===== src/rtl/nes_pad_reader.sv =====
// NES-style (4021) gamepad serial front end: drives latch/clock, samples data, registers 8 buttons.
// Optional NES_PAD_SOCD_FILTER_EN clears opposing direction pairs when both are pressed.
module nes_pad_reader #(
   parameter int HALF_PERIOD = 6,
   parameter int POLL_TICKS  = 1000
) (
   input  logic clk,
   input  logic reset,
   input  logic pad_data,
   output logic pad_latch,
   output logic pad_clk,
   output logic A,
   output logic B,
   output logic select,
   output logic start,
   output logic up,
   output logic down,
   output logic left,
   output logic right,
   output logic pad_valid
);

   localparam int DIV_W  = $clog2(HALF_PERIOD);
   localparam int POLL_W = $clog2(POLL_TICKS + 1);
   localparam logic [DIV_W-1:0]  DIV_MAX  = DIV_W'(HALF_PERIOD - 1);
   localparam logic [POLL_W-1:0] POLL_MAX = POLL_W'(POLL_TICKS - 1);

   typedef enum logic [2:0] {IDLE, LATCH, SAMPLE, CLKH, DONE} state_t;

   state_t            state_q, state_d;
   logic [DIV_W-1:0]  div_q, div_d;
   logic [POLL_W-1:0] poll_q, poll_d;
   logic [2:0]        bit_idx_q, bit_idx_d;
   logic              lat_cnt_q, lat_cnt_d;
   logic [7:0]        shift_q, shift_d;
   logic [7:0]        btn_q, btn_d;
   logic              latch_q, latch_d;
   logic              pclk_q, pclk_d;
   logic              valid_q, valid_d;
   logic              sync1_q, sync1_d;
   logic              sync2_q, sync2_d;
   logic              tick;

   function automatic logic [7:0] filter_dirs(input logic [7:0] raw);
      logic [7:0] res;
      res = raw;
`ifdef NES_PAD_SOCD_FILTER_EN
      if (raw[4] && raw[5]) res[5:4] = 2'b00;
      if (raw[6] && raw[7]) res[7:6] = 2'b00;
`endif
      return res;
   endfunction

   assign tick = (div_q == DIV_MAX);

   always_comb begin
      state_d   = state_q;
      div_d     = tick ? '0 : div_q + 1'b1;
      poll_d    = poll_q;
      bit_idx_d = bit_idx_q;
      lat_cnt_d = lat_cnt_q;
      shift_d   = shift_q;
      btn_d     = btn_q;
      sync1_d   = pad_data;
      sync2_d   = sync1_q;

      case (state_q)
         IDLE: begin
            if (tick) begin
               if (poll_q == POLL_MAX) begin
                  poll_d    = '0;
                  bit_idx_d = 3'd0;
                  lat_cnt_d = 1'b0;
                  state_d   = LATCH;
               end else begin
                  poll_d = poll_q + 1'b1;
               end
            end
         end
         LATCH: begin
            if (tick) begin
               if (lat_cnt_q) begin
                  lat_cnt_d = 1'b0;
                  state_d   = SAMPLE;
               end else begin
                  lat_cnt_d = 1'b1;
               end
            end
         end
         SAMPLE: begin
            // Pad data is active-low; store pressed as 1.
            if (tick) begin
               shift_d[bit_idx_q] = ~sync2_q;
               state_d = (bit_idx_q == 3'd7) ? DONE : CLKH;
            end
         end
         CLKH: begin
            if (tick) begin
               bit_idx_d = bit_idx_q + 3'd1;
               state_d   = SAMPLE;
            end
         end
         DONE:    state_d = IDLE;
         default: state_d = IDLE;
      endcase

      // Output flops load from the next state so they align with it and stay glitch-free.
      latch_d = (state_d == LATCH);
      pclk_d  = (state_d == CLKH);
      valid_d = (state_d == DONE);
      if (state_d == DONE) btn_d = filter_dirs(shift_d);
   end

   always_ff @(posedge clk) begin
      if (!reset) begin
         state_q   <= IDLE;
         div_q     <= '0;
         poll_q    <= '0;
         bit_idx_q <= 3'd0;
         lat_cnt_q <= 1'b0;
         shift_q   <= 8'd0;
         btn_q     <= 8'd0;
         latch_q   <= 1'b0;
         pclk_q    <= 1'b0;
         valid_q   <= 1'b0;
         sync1_q   <= 1'b1;
         sync2_q   <= 1'b1;
      end else begin
         state_q   <= state_d;
         div_q     <= div_d;
         poll_q    <= poll_d;
         bit_idx_q <= bit_idx_d;
         lat_cnt_q <= lat_cnt_d;
         shift_q   <= shift_d;
         btn_q     <= btn_d;
         latch_q   <= latch_d;
         pclk_q    <= pclk_d;
         valid_q   <= valid_d;
         sync1_q   <= sync1_d;
         sync2_q   <= sync2_d;
      end
   end

   assign pad_latch = latch_q;
   assign pad_clk   = pclk_q;
   assign pad_valid = valid_q;
   assign {right, left, down, up, start, select, B, A} = btn_q;

endmodule


===== config.mk =====
export PLATFORM = sky130hd
export DESIGN_NAME = nes_pad_reader
export DESIGN_NICKNAME = d
export VERILOG_FILES = /design/src/rtl/nes_pad_reader.sv
export SDC_FILE = /design/constraint.sdc
export NUM_CORES = 1
export LEC_CHECK = 0
export CORE_MARGIN = 5
export CORE_UTILIZATION = 61
export DETAILED_ROUTE_END_ITERATION = 16
export PLACE_DENSITY = 0.83
export SKIP_CTS_REPAIR_TIMING = 1
export SLEW_MARGIN = 0
export SYNTH_ARGS = -nofsm -noshare
export SYNTH_HDL_FRONTEND = slang
export SYNTH_SLANG_ARGS = --single-unit

===== constraint.sdc =====
create_clock -name clk -period 3.79 [get_ports clk]
set_clock_uncertainty 0.05 [all_clocks]
set_input_delay 0.379 -clock clk [delete_from_list [all_inputs] [get_ports clk]]
set_output_delay 0.379 -clock clk [all_outputs]
set_load 0.005 [all_outputs]

# --- Word-level counts from Yosys, hierarchy flattened ---
# Cells that the tools add are included.
totals:
  reg_bits: 41
  latch_bits: 0
  ram_bits: 0
  rom_bits: 0
  elab_cells: 63
  memories: 0
op_classes:
  add_sub_neg: 3
  multipliers: 0
  div_mod_pow: 0
  magnitude_cmp: 2
  n_eq_ne: 13
  shift: 0
  n_mux: 23
  n_bitwise: 2
  reduce_logical: 8
ops:
  columns: ["cell", "n"]
  rows:
  - ["$mux 3", 10]
  - ["$mux 8", 2]
  - ["$pmux 3 s4", 1]
  - ["$add 10x1->10 const B", 1]
  - ["$eq 10x10->1 const B", 1]
  - ["$mux 10", 1]
  - ["$eq 3x2->1 const B", 3]
  - ["$eq 3x3->1 const B", 3]
  - ["$bwmux 8", 1]
  - ["$ne 2x2->1 const B", 4]
  - ["$reduce_and 4->1", 2]
  - ["$add 3x1->3 const B", 2]
  - ["$eq 3x1->1 const B", 2]
  - ["$pmux 3 s2", 1]
  - ["$mux 1", 5]
  - ["$lt 3x4->1 const B", 1]
  - ["$reduce_bool 2->1", 2]
  - ["$demux 1 s3", 1]
  - ["$ge 3x1->1 const B", 1]
  - ["$logic_not 3->1", 1]
  - ["$not 1->1", 2]
  - ["$pmux 1 s2", 1]
  - ["$reduce_and 2->1", 1]
  - ["$reduce_or 2->1", 1]
  - ["$logic_and 1x1->1", 1]

# --- Depth between registers and ports, before layout ---
depth:
  ltp_word: 7
  mapped_depth: 8
  ltp_nobuf: 6

# --- Worst setup path before layout ---
# No wires, ideal clock.
synth_path:
  kind: "flip-flop to flip-flop"
  from: "reg div_q[0]"
  to: "reg lat_cnt_q"
  setup_time_ns: 0.115
  arrival_ns: 1.405
  setup_slack_ns: 2.220
  path_stages_with_launch: 7
  n_path_buf: 1
  path_cell_list: "dfxtp_1 -> ha_1 -> buf_4 -> and4_1 -> nand4_2 -> and3_1 -> o21a_1"
synth_between:
  elab_chain_cells: 3
  elab_cells_between_ends: 4
synth_lines:
  columns: ["element", "line", "source"]
  rows:
  - ["start: declaration", "31", "logic [DIV_W-1:0] div_q, div_d;"]
  - ["start signal: assignment", "130", "div_q <= div_d;"]
  - ["$eq 3x3->1 (*)", "54", "assign tick = (div_q == DIV_MAX);"]
  - ["$ne 2x2->1 (no source line)", null, null]
  - ["$reduce_and 4->1 (no source line) (*)", null, null]
  - ["end signal: assignment", "133", "lat_cnt_q <= lat_cnt_d;"]
  - ["end: declaration", "34", "logic lat_cnt_q, lat_cnt_d;"]
# Mark *: on every way between the ends. The rest lies on a longest branch, timed or not.
# A chain may end at the register's enable or synchronous reset.

# --- Final worst setup path ---
layout_path:
  from: "reg div_q[0]"
  to: "reg btn_q[4]"
layout_between:
  elab_chain_cells: 4
  elab_cells_between_ends: 9
layout_lines:
  columns: ["element", "line", "source"]
  rows:
  - ["$eq 3x3->1 (*)", "54", null]
  - ["$mux 3, on equally long branches", null, null]
  - ["$pmux 3 s4", "67", "case (state_q)"]
  - ["$eq 3x3->1", "111", "if (state_d == DONE) btn_d = filter_dirs(shift_d);"]
  - ["end signal: assignment", "135", "btn_q <= btn_d;"]
  - ["end: declaration", "36", "logic [7:0] btn_q, btn_d;"]
# Marked as above.

==> qor.yml <==
antennaDiodeCount: 0
rsz0062_at_grt: "false"
slew_headroom: 0.4568
regToRegStartpoint: "div_q[0]$_SDFF_PP0_"
crit_path_start_kind: "register"
setup_viol: 0
seq_area_frac_synth: 0.4484
crit_type: "reg -> reg"
avgRoutedWirePerCell_um: 14.44
core-area_mm2: 0.002805
path_clk_slew_ps: 110
fin_ws_ps: 1617
holdPathStages: 1
wirelength_mm: 3.293
drc: 0
crit_family: "simple AND/OR/NAND/NOR gates"
p_leak_nw: 0.7656
grt_max_degree: 31
clockBufferDepth: 2
hold_viol_final: 0
routed_via_density: 5.877
track_usage: 0.1799
clk_latency_ps: 350
ir_worst_vdd_uv: 265.7
synth_ff_type: "dfxtp_1"
ctsHtreeMaxLevel: 2
cts-root-buf: "clkbuf_4"
hp-class: "reg -> reg"
place.gp.congestion: 0.8873
slew_viol_final: 0
antenna_found_initial: 0
cap_violations: 0
die-area_mm2: 0.004196
final_util: 0.6985
cpPeakStageDelay_ps: 740
yosysTopAreaCell: "dfxtp_1"
status: "completed"
whs_ps: 369.8
cp.depth: 5
avgSynthCellArea_um2: 9.737
r2r-end: "btn_q[4]$_SDFFE_PN0N_"
cp_cell_sequence: "ha_1 -> nand3_4 -> nor4b_4 -> and2_1 -> o2bb2ai_1"
overflow: 0
ios: 14
critPathMaxFanout: 17
synth_edf_count: 0
cts.sinks: 41
post-place-ws_ps: 1635
min_from: "sync1_q$_SDFF_PN1_"
die_y_um: 64.78
synth_cell_types: 43
period_share: 0.5733
power-per-cell-area_mw_per_mm2: 333.8
rows: 19
r2r_setup_slack_ps: 1620
async_flop_share: 0
grt_pass1_wl_mm: 5.906
synthTopCellsByArea: "dfxtp_1, mux2i_1, nor2_1"
required_ps: 4020
first_iter_violations: 48
netlist_area_mm2: 0.001831
yosysTopAreaCellShare: 0.4484
hold_end: "sync2_q$_SDFF_PN1_"
ant_nets: 0
yosysWarnings: 0
worst-r2r-cell-count: 5
path_buf_inv: 0
crit_arrival_ps: 2410
numPortBuffers: 13
syn2layout_area_growth_pct: 7.040
synth_commonest_cells: "dfxtp_1, nor2_1, nand2_1"
numCtsBuffers: 5
layout_min_cycle_time_ps: 2173
cp-end-kind: "register"
yosysMostFrequentCell: "dfxtp_1"
post-dp-hpwl_mm: 2.336
synth-seq-cells: 41
dr.pass1.iters: 4
syn-num-nets: 196
fp.dieW_um: 64.78
slowest_stage: "nor4b_4"
initial_utilization: 0.6525
fmax_ghz: 0.4602
cts_tree: "done"
dr_total_vias: 1340
layout-drive-gt1-share: 0.06091
worst_pin_slew_ps: 812.3
syn_inst: 188
fin_nets: 206
tns_ps: 0
grt_pass1_vias: 1345
how the worst max path moves through the flow:
stage                                    from  slack (ps)                     end
final                     div_q[0]$_SDFF_PP0_        1620   btn_q[4]$_SDFFE_PN0N_
after floorplan           div_q[0]$_SDFF_PP0_        2220  lat_cnt_q$_SDFFE_PN0P_
after global placement    div_q[0]$_SDFF_PP0_        1780   btn_q[4]$_SDFFE_PN0N_
after global routing      div_q[0]$_SDFF_PP0_        1350   btn_q[7]$_SDFFE_PN0N_
after CTS                 div_q[0]$_SDFF_PP0_        1620   btn_q[5]$_SDFFE_PN0N_
after detailed placement                reset        1640  poll_q[6]$_SDFFE_PN0P_
routing by layer:
layer | up-vias | global-route usage | wire [um] | share of wire
met4 | 0 | 0.08443 | 48 | 0.015
met1 | 637 | 0.2000 | 1498 | 0.45
met2 | 24 | 0.3040 | 1609 | 0.49
met3 | 7 | 0.06736 | 137 | 0.042
met5 | - | 0 | 0 | 0
li1 | 672 | - | - | -
power by group:
part	switching, mW	leakage (nW)	internal, mW
sequential	0.00395	0.331	0.435
clock	0.129	0.0269	0.0644
combinational	0.0134	0.408	0.00887
total	0.146	0.766	0.508
layout make-up:
type	instances	area, um2
Clock inverter	1	5.005
Sequential cell	41	820.8
Tap cell	31	38.79
Timing Repair Buffer	13	130.1
Multi-Input combinational cell	135	919.6
Fill cell	225	845.8
Clock buffer	5	37.54
Inverter	2	7.507
stage by stage:
stage	instance area [um2]	power, mW	std cells
2_1_floorplan	1831	0.4669	188
3_3_place_gp	1917	0.4693	222
3_5_place_dp	1917	0.4712	222
4_1_cts	1959	0.6587	228
5_1_grt	1959	0.6863	228
6_report	1959	0.6540	228
cell usage in the layout (no fill, tap or decap), types with 5 or more instances in the layout:
cell | synthesis | layout
and2_1 | 7 | 7
ha_1 | 5 | 5
xnor2_1 | 7 | 7
nand2_1 | 11 | 11
dfxtp_1 | 41 | 41
mux2i_1 | 9 | 9
clkbuf_4 | 0 | 5
nand3_1 | 8 | 8
a21oi_1 | 8 | 8
nand4_1 | 5 | 5
nor2b_1 | 8 | 8
clkdlybuf4s50_1 | 0 | 13
o21ai_0 | 9 | 9
nor2_1 | 18 | 18
sequential cells by signal, indices dropped and copies added (netlist names), 3 cells and up:
register   count
poll_q        10
btn_q          8
shift_q        8
bit_idx_q      3
div_q          3
state_q        3
cell families after synthesis:
logic type | Yosys count | synth area share
AO/OA/AOI/OAI | 26 | 0.08339
XOR/XNOR | 9 | 0.04306
adder cells (fa/ha/maj) | 5 | 0.03418
buffers and inverters | 12 | 0.04921
flip-flops | 41 | 0.4484
multiplexers | 9 | 0.04922
AND/OR/NAND/NOR | 86 | 0.2926
Note: power is estimated with default switching activity, not from simulation.
